## src/rtl/apb_regfile_pkg.sv

```systemverilog
// ---------------------------------------------------------------------------
// apb_regfile_pkg : shared types, constants and address decode helper
// Revision: 1.0
// ---------------------------------------------------------------------------
`default_nettype none

package apb_regfile_pkg;

  typedef enum logic {
    IDLE   = 1'b0,
    ACCESS = 1'b1
  } apb_state_t;

  localparam int WS_CNT_W = 4;

  // Misaligned offsets and indices past the last register both decode as errors.
  function automatic logic addr_err(input logic [63:0] addr,
                                    input int          num_regs,
                                    input int          bytes_per_word);
    logic [63:0] ofs_mask;
    logic [63:0] idx;
    ofs_mask = 64'(bytes_per_word) - 64'd1;
    idx      = addr >> $clog2(bytes_per_word);
    return ((addr & ofs_mask) != 64'd0) || (idx >= 64'(num_regs));
  endfunction

endpackage

`default_nettype wire

```

## src/rtl/apb_regfile_ws_wait.sv

```systemverilog
// ---------------------------------------------------------------------------
// apb_wait_ctrl : APB IDLE/ACCESS sequencer with programmable wait states
// Revision: 1.0
// ---------------------------------------------------------------------------
`default_nettype none

module apb_wait_ctrl
  import apb_regfile_pkg::*;
#(
  parameter int WAIT_STATES = 0
) (
  input  logic i_pclk,
  input  logic i_presetn,
  input  logic i_psel,
  input  logic i_penable,
  output logic o_pready
);

  apb_state_t          r_state;
  logic [WS_CNT_W-1:0] r_cnt;
  logic                w_ready;

  assign w_ready  = (r_state == ACCESS) && i_psel && i_penable && (r_cnt == '0);
  assign o_pready = w_ready;

  always_ff @(posedge i_pclk or negedge i_presetn) begin
    if (!i_presetn) begin
      r_state <= IDLE;
      r_cnt   <= '0;
    end else begin
      case (r_state)
        IDLE: begin
          if (i_psel && !i_penable) begin
            r_state <= ACCESS;
            r_cnt   <= WS_CNT_W'(WAIT_STATES);
          end
        end
        ACCESS: begin
          // Dropping PSEL mid-access is an abort: return to IDLE without completing.
          if (!i_psel || w_ready) begin
            r_state <= IDLE;
          end else if (i_penable && (r_cnt != '0)) begin
            r_cnt <= r_cnt - 1'b1;
          end
        end
        default: r_state <= IDLE;
      endcase
    end
  end

endmodule

`default_nettype wire

```

## src/rtl/apb_regfile_ws.sv

```systemverilog
// ---------------------------------------------------------------------------
// apb_regfile_ws : parametrised APB register file with wait states and PSLVERR
// Optional macro APB_PSTRB_EN adds PSTRB byte-lane write strobes.  Revision: 1.0
// ---------------------------------------------------------------------------
`default_nettype none

module apb_regfile_ws
  import apb_regfile_pkg::*;
#(
  parameter int                DATA_W      = 32,
  parameter int                ADDR_W      = 32,
  parameter int                NUM_REGS    = 4,
  parameter int                WAIT_STATES = 0,
  parameter logic [DATA_W-1:0] RESET_VAL   = '0
) (
  input  logic                PCLK,
  input  logic                PRESETn,
  input  logic                PSEL,
  input  logic                PENABLE,
  input  logic                PWRITE,
  input  logic [ADDR_W-1:0]   PADDR,
  input  logic [DATA_W-1:0]   PWDATA,
`ifdef APB_PSTRB_EN
  input  logic [DATA_W/8-1:0] PSTRB,
`endif
  output logic [DATA_W-1:0]   PRDATA,
  output logic                PREADY,
  output logic                PSLVERR
);

  localparam int BPW   = DATA_W / 8;
  localparam int OFS_W = $clog2(BPW);
  localparam int IDX_W = (NUM_REGS > 1) ? $clog2(NUM_REGS) : 1;

  logic [DATA_W-1:0] r_regs [NUM_REGS];
  logic              w_pready;
  logic              w_err;
  logic [IDX_W-1:0]  w_idx;
  logic              w_wr_en;
  logic              w_rd_en;
  logic [DATA_W-1:0] w_wmask;

  apb_wait_ctrl #(
    .WAIT_STATES (WAIT_STATES)
  ) u_wait_ctrl (
    .i_pclk    (PCLK),
    .i_presetn (PRESETn),
    .i_psel    (PSEL),
    .i_penable (PENABLE),
    .o_pready  (w_pready)
  );

  // The truncated index is only consumed when the full-width decode reports no error.
  assign w_err   = addr_err(64'(PADDR), NUM_REGS, BPW);
  assign w_idx   = IDX_W'(PADDR >> OFS_W);
  assign w_wr_en = w_pready && PWRITE && !w_err;
  assign w_rd_en = w_pready && !PWRITE && !w_err;

`ifdef APB_PSTRB_EN
  for (genvar g = 0; g < BPW; g++) begin : g_lane
    assign w_wmask[8*g +: 8] = {8{PSTRB[g]}};
  end
`else
  assign w_wmask = '1;
`endif

  always_ff @(posedge PCLK or negedge PRESETn) begin
    if (!PRESETn) begin
      for (int i = 0; i < NUM_REGS; i++) begin
        r_regs[i] <= RESET_VAL;
      end
    end else if (w_wr_en) begin
      for (int i = 0; i < NUM_REGS; i++) begin
        if (w_idx == IDX_W'(i)) begin
          r_regs[i] <= (r_regs[i] & ~w_wmask) | (PWDATA & w_wmask);
        end
      end
    end
  end

  always_comb begin
    PRDATA = '0;
    if (w_rd_en) begin
      for (int i = 0; i < NUM_REGS; i++) begin
        if (w_idx == IDX_W'(i)) begin
          PRDATA = r_regs[i];
        end
      end
    end
  end

  assign PREADY  = w_pready;
  assign PSLVERR = w_pready && w_err;

endmodule

`default_nettype wire

```

## config.mk

```make
export PLATFORM = sky130hd
export DESIGN_NAME = apb_regfile_ws
export DESIGN_NICKNAME = d
export VERILOG_FILES = /design/src/rtl/apb_regfile_pkg.sv /design/src/rtl/apb_regfile_ws_wait.sv /design/src/rtl/apb_regfile_ws.sv
export SDC_FILE = /design/constraint.sdc
export NUM_CORES = 1
export LEC_CHECK = 0
export CAP_MARGIN = 20
export CORE_ASPECT_RATIO = 0.75
export CORE_MARGIN = 4
export CORE_UTILIZATION = 40
export CTS_CLUSTER_DIAMETER = 50
export DETAILED_ROUTE_END_ITERATION = 16
export GPL_TIMING_DRIVEN = 0
export MAX_ROUTING_LAYER = met4
export SLEW_MARGIN = 10
export SYNTH_ARGS = -nofsm -noshare
export SYNTH_HDL_FRONTEND = slang
export SYNTH_SLANG_ARGS = --single-unit
```

## constraint.sdc

```tcl
create_clock -name PCLK -period 3.26 [get_ports PCLK]
set_clock_uncertainty 0.1 [all_clocks]
set_input_delay 0.489 -clock PCLK [delete_from_list [all_inputs] [get_ports PCLK]]
set_output_delay 0.489 -clock PCLK [all_outputs]
set_load 0.01 [all_outputs]
```

# --- After elaboration in Yosys (flattened, before gate mapping) ---
# Index checks and enable logic that the tools add are counted.
word_totals:
  reg_bits: 133
  inputBits: 69
  out_inout_bits: 34
  elab_cells: 52
op_classes:
  add_sub_neg: 1
  n_lt_le_gt_ge: 1
  n_eq_ne: 6
  muxes: 12
  n_bitwise: 1
  reduce_logical: 25
ops:
  columns: ["op", "count"]
  rows:
  - ["32-bit two-way mux", 5]
  - ["64-bit nonzero test", 1]
  - ["30-bit by 3-bit >= comparator with 1-bit output (second input constant)", 1]
  - ["4-bit two-way mux", 3]
  - ["1-bit logical AND", 10]
  - ["4-bit case mux with 2 select lines", 1]
  - ["2-bit AND reduction", 4]
  - ["2-bit == test (second input constant)", 2]
  - ["1-bit zero test", 4]
  - ["4-bit zero test", 1]
  - ["2-bit != test (second input constant)", 2]
  - ["4-bit nonzero test", 1]
  - ["4-bit by 1-bit subtractor with 4-bit output (second input constant)", 1]
  - ["3-bit AND reduction", 1]
  - ["2-bit by 1-bit == test with 1-bit output (second input constant)", 1]
  - ["2-bit zero test", 1]
  - ["1-bit logical OR", 2]
  - ["1-bit two-way mux", 2]
  - ["2-bit by 1-bit != test with 1-bit output (second input constant)", 1]
  - ["1-bit case mux with 2 select lines", 1]
  - ["1-bit inverter", 1]

# --- Depth between registers and ports, before layout ---
logic_depth:
  word_depth: 6
  ltp_mapped: 8
  ltp_nobuf: 6

# --- By module ---
# A second synthesis with hierarchy kept.
hier_totals:
  cells_unflattened: 397
  area_unflattened_um2: 6334.8
modules_own_cells:
  columns: ["mod", "n_inst", "cells_per_inst", "area_per_inst_um2", "seq_area_each_um2"]
  rows:
  - ["apb_regfile_ws", 1, 364, 6008.3, 3203.1]
  - ["apb_wait_ctrl", 1, 33, 326.6, 125.1]

# --- Worst setup path before layout ---
# No wires, ideal clock.
synth_timing:
  path_type: "register to output"
  from: "reg u_wait_ctrl.r_cnt[0]"
  to: "out PRDATA[10]"
  arrival_ps: 2421
  required_ps: 2671
  path_slack_ps: 250
  path_stages_with_launch: 9
  n_path_buf: 2
  path_cell_list: "dfrtp_1 inv_1 ha_1 or3b_4 or3_1 buf_6 or4_4 buf_2 nor2b_1"
synth_via:
  elab_chain_cells: 5
synth_lines:
  columns: ["element", "line_no", "rtl"]
  rows:
  - ["from (decl)", "apb_regfile_ws_wait.sv:20", "logic [WS_CNT_W-1:0] r_cnt;"]
  - ["from (signal assigned)", "apb_regfile_ws_wait.sv:35", "r_cnt <= WS_CNT_W'(WAIT_STATES);"]
  - ["from (signal assigned)", "apb_regfile_ws_wait.sv:43", "r_cnt <= r_cnt - 1'b1;"]
  - ["4-bit zero test", "apb_regfile_ws_wait.sv:23", "assign w_ready = (r_state == ACCESS) && i_psel && i_penable && (r_cnt == '0);"]
  - ["1-bit logical AND", "apb_regfile_ws_wait.sv:23", null]
  - ["1-bit logical AND (2 in series)", "apb_regfile_ws.sv:57", "assign w_rd_en = w_pready && !PWRITE && !w_err;"]
  - ["32-bit two-way mux", "apb_regfile_ws.sv:83", "if (w_rd_en) begin"]
  - ["to (decl)", "apb_regfile_ws.sv:26", "output logic [DATA_W-1:0] PRDATA,"]
# Every way passes these cells.

# --- Final worst setup path ---
layout_timing:
  from: "reg u_wait_ctrl.r_cnt[0]"
  to: "out PRDATA[20]"
# The elaborated chain is that of the path after synthesis.

==> out/qor.txt <==
Clock sink count: 133
Io pins: 103
Initial antenna violation count: 2
Placed cells: 708
Sequential share of the synthesized area: 0.531
Avg Cell Area, Syn: 15.6 um2
Final setup viols: 32
Worst path slowest cell: or4_4
Hold slack: 386 ps
Clock Latency Late Sink: 410 ps
CTS H-tree depth: 4
Layout net count: 614
Minimum clock period: 3540 ps
Final slew viol count: 0
Final worst-path setup slack: -284 ps
CP Class: reg2out
Crit path max fanout: 7
CTS tree: yes
Die Ht: 116 um
Worst Setup End Kind: output port
Clock slew at reported path FFs: 50 ps
Layout cells sized above 1: 0.506
Max-cap check violation count: 0
Tot GR Track Use: 0.179
DR vias: 3928
Std cell rows: 39
Slew margin rel.: 0.387
YS warnings: 0
Startpoint Class: flop
Lkg Pwr: 3.98 nW
Largest net degree at the start of global routing: 85
Post-Synthesis Cells: 402
Util after Layout: 0.560
Root Buffer: clkbuf_16
Routed Antenna Nets: 0
Max Fclk: 282 MHz
CP top delay family: simple AND/OR/NAND/NOR gates
Cell Count, Final, Fillers Out: 764
Vias/cell: 5.14
Critical Path RT: 2670 ps
RSZ-0062 raised after global routing: true
DIE AREA: 17700 um2
Slew @ Worst Pin: 919 ps
WL/cell: 19.3 um
Cell Area, Synth: 6260 um2
CTS Buffer Depth: 2
Gpl congestion: 0.801
TritonCTS buffer count: 17
Tcrit/Tclk final: 1.09
Post-Syn Nets: 472
Final WL: 14.8 mm
Area Growth Syn to Fin: 36.6%
Initial DRT Pass Iterations: 4
IR drop worst, VDD: 0.325 mV
DP HPWL: 9.78 mm
Critical path arrival: 2950 ps
Buffers added on ports: 100
Initial core utilization: 0.410
PwrDens: 485 nW/um2
Pre-CTS setup slack: -804 ps
Violated checks: setup timing
Hold Crit Class: reg2reg
Count of cell types in the netlist: 29
Total gr overflow: 0
Total Power Consumption: 0.00415 W
First-pass GRT wire length: 23.5 mm
Crit-path cells: inv_2, ha_4, or3b_4, or3_4, or4_4, buf_16, buf_12, nor2b_4, buf_6
Status: complete, but fails checks
Crit path buf inv count: 4
Number of global-route vias before repair: 4360
Placeable Area: 15300 um2
Initial drt markers: 162
#FFs+latches synth: 133
Die Span X: 152 um
Final Hold Vio Count: 0
Crit path largest cell delay: 650 ps
# DRC: 0
-- report_power, final --
| part | switching (W) | leakage (nW) | internal (W) |
|---|---|---|---|
| logic | 0.000192 | 1.82 | 0.000252 |
| registers | 0.0000243 | 1.85 | 0.00168 |
| clock network | 0.000689 | 0.304 | 0.00131 |
| total | 0.000905 | 3.98 | 0.00324 |
-- per-layer routing --
layer	track usage	vias to the layer above	routed length, um
li1	-	1782	-
met1	0.218	2051	6600
met2	0.286	82	7180
met3	0.0589	13	689
met4	0.0611	0	306
met5	-	-	0
-- layout by cell type, fill, tap and decap left out, drive strengths merged, types with 2 or more instances in the layout --
cell / netlist / routed
buf: 19 / 72
clkdlybuf4s50: 0 / 66
nor2: 4 / 4
a22o: 4 / 4
or3: 2 / 2
inv: 5 / 5
nand3b: 2 / 2
nand3: 3 / 3
o22ai: 2 / 2
nor2b: 33 / 33
mux4: 32 / 32
nand4: 2 / 2
diode: 0 / 2
clkbuf: 6 / 30
clkinv: 0 / 5
nor4: 11 / 11
bufinv: 0 / 4
dfrtp: 133 / 133
mux2: 128 / 128
nand2: 7 / 7
-- worst reg2reg max path, cell delays in order, from the launching register on --
cell     delay, ps
dfrtp_1        390
inv_2           90
ha_4           130
or3b_4         370
or3_4          360
buf_4          200
nor4_4         530
buf_6          250
mux2_2         360
-- path summary, 6_finish.rpt --
path / startpoint / to / slack, ps / cells past startpoint
setup / recovery: u_wait_ctrl.r_cnt[0]$_DFFE_PN0P_ / PRDATA[20] / -280 / 9
hold / removal: r_regs[32]$_DFFE_PN0P_ / r_regs[32]$_DFFE_PN0P_ / 390 / 1
setup reg to reg: u_wait_ctrl.r_cnt[0]$_DFFE_PN0P_ / r_regs[80]$_DFFE_PN0P_ / 370 / 8
hold reg to reg: r_regs[32]$_DFFE_PN0P_ / r_regs[32]$_DFFE_PN0P_ / 390 / 1
max in group asynchronous: PRESETn / r_regs[36]$_DFFE_PN0P_ / 1810 / 3
min in group asynchronous: PRESETn / r_regs[122]$_DFFE_PN0P_ / 490 / 2
-- timing repair --
| item | 4_1_cts | 5_1_grt |
|---|---|---|
| hold endpoints to repair | 49 | 0 |
| pin swaps | 4 | 3 |
| cloned | 1 | 2 |
| hold buffers | 1 | 0 |
| gates resized for setup | 116 | 81 |
| buffers inserted | 12 | 8 |
| setup endpoints to repair | 33 | 33 |
-- synthesized netlist by cell type (all sizes together) --
cell	count	area share
nand2b	1	0.0010
or3b	1	0.0018
nand2	7	0.0042
mux2	128	0.23
clkbuf	6	0.0036
mux2i	1	0.0016
a21oi	1	0.00080
nor2b	33	0.033
nand3b	2	0.0024
ha	1	0.0020
a21bo	1	0.0016
nand3	3	0.0024
mux4	32	0.12
o21ai	1	0.00080
dfrtp	133	0.53
or3	2	0.0020
inv	5	0.0030
o22ai	2	0.0020
or4	1	0.0018
nor4	11	0.021
a22o	4	0.0056
nand4	2	0.0020
buf	19	0.028
nor2	4	0.0024
o31ai	1	0.0012
-- sequential cells by signal, summed over array words and instances, names as in the netlist --
signal	count
u_wait_ctrl.r_cnt	4
u_wait_ctrl.r_state	1
r_regs	128
-- per-stage QoR --
stage	TNS [ps]	instance area (um2)
finish	-6190	8550
global route	-8830	8550
CTS	-11620	8370
detailed placement	-22670	7550
global placement	-509420	7520
floorplan	0	6260
-- final cells by class --
class,count,area [um2]
antenna,2,5.00
buffer,23,204
clock buffer,22,464
clock inverter,10,153
fill,1248,6720
inverter,5,18.8
multi-input combinational,239,2880
sequential,133,3330
tap,205,256
timing repair buffer,125,1240
-- logic make-up (layout without fill, tap and decap cells) --
logic type / Yosys count / after routing / share of synthesized area
buf+inv: 30 / 185 / 0.0342
other cells: 0 / 2 / 0
compound gates: 10 / 10 / 0.0120
fa+ha+maj: 1 / 1 / 0.00200
simple gates: 67 / 67 / 0.0735
flops: 133 / 133 / 0.531
mux: 161 / 161 / 0.347
No activity file was read; power rests on OpenSTA's default activity.
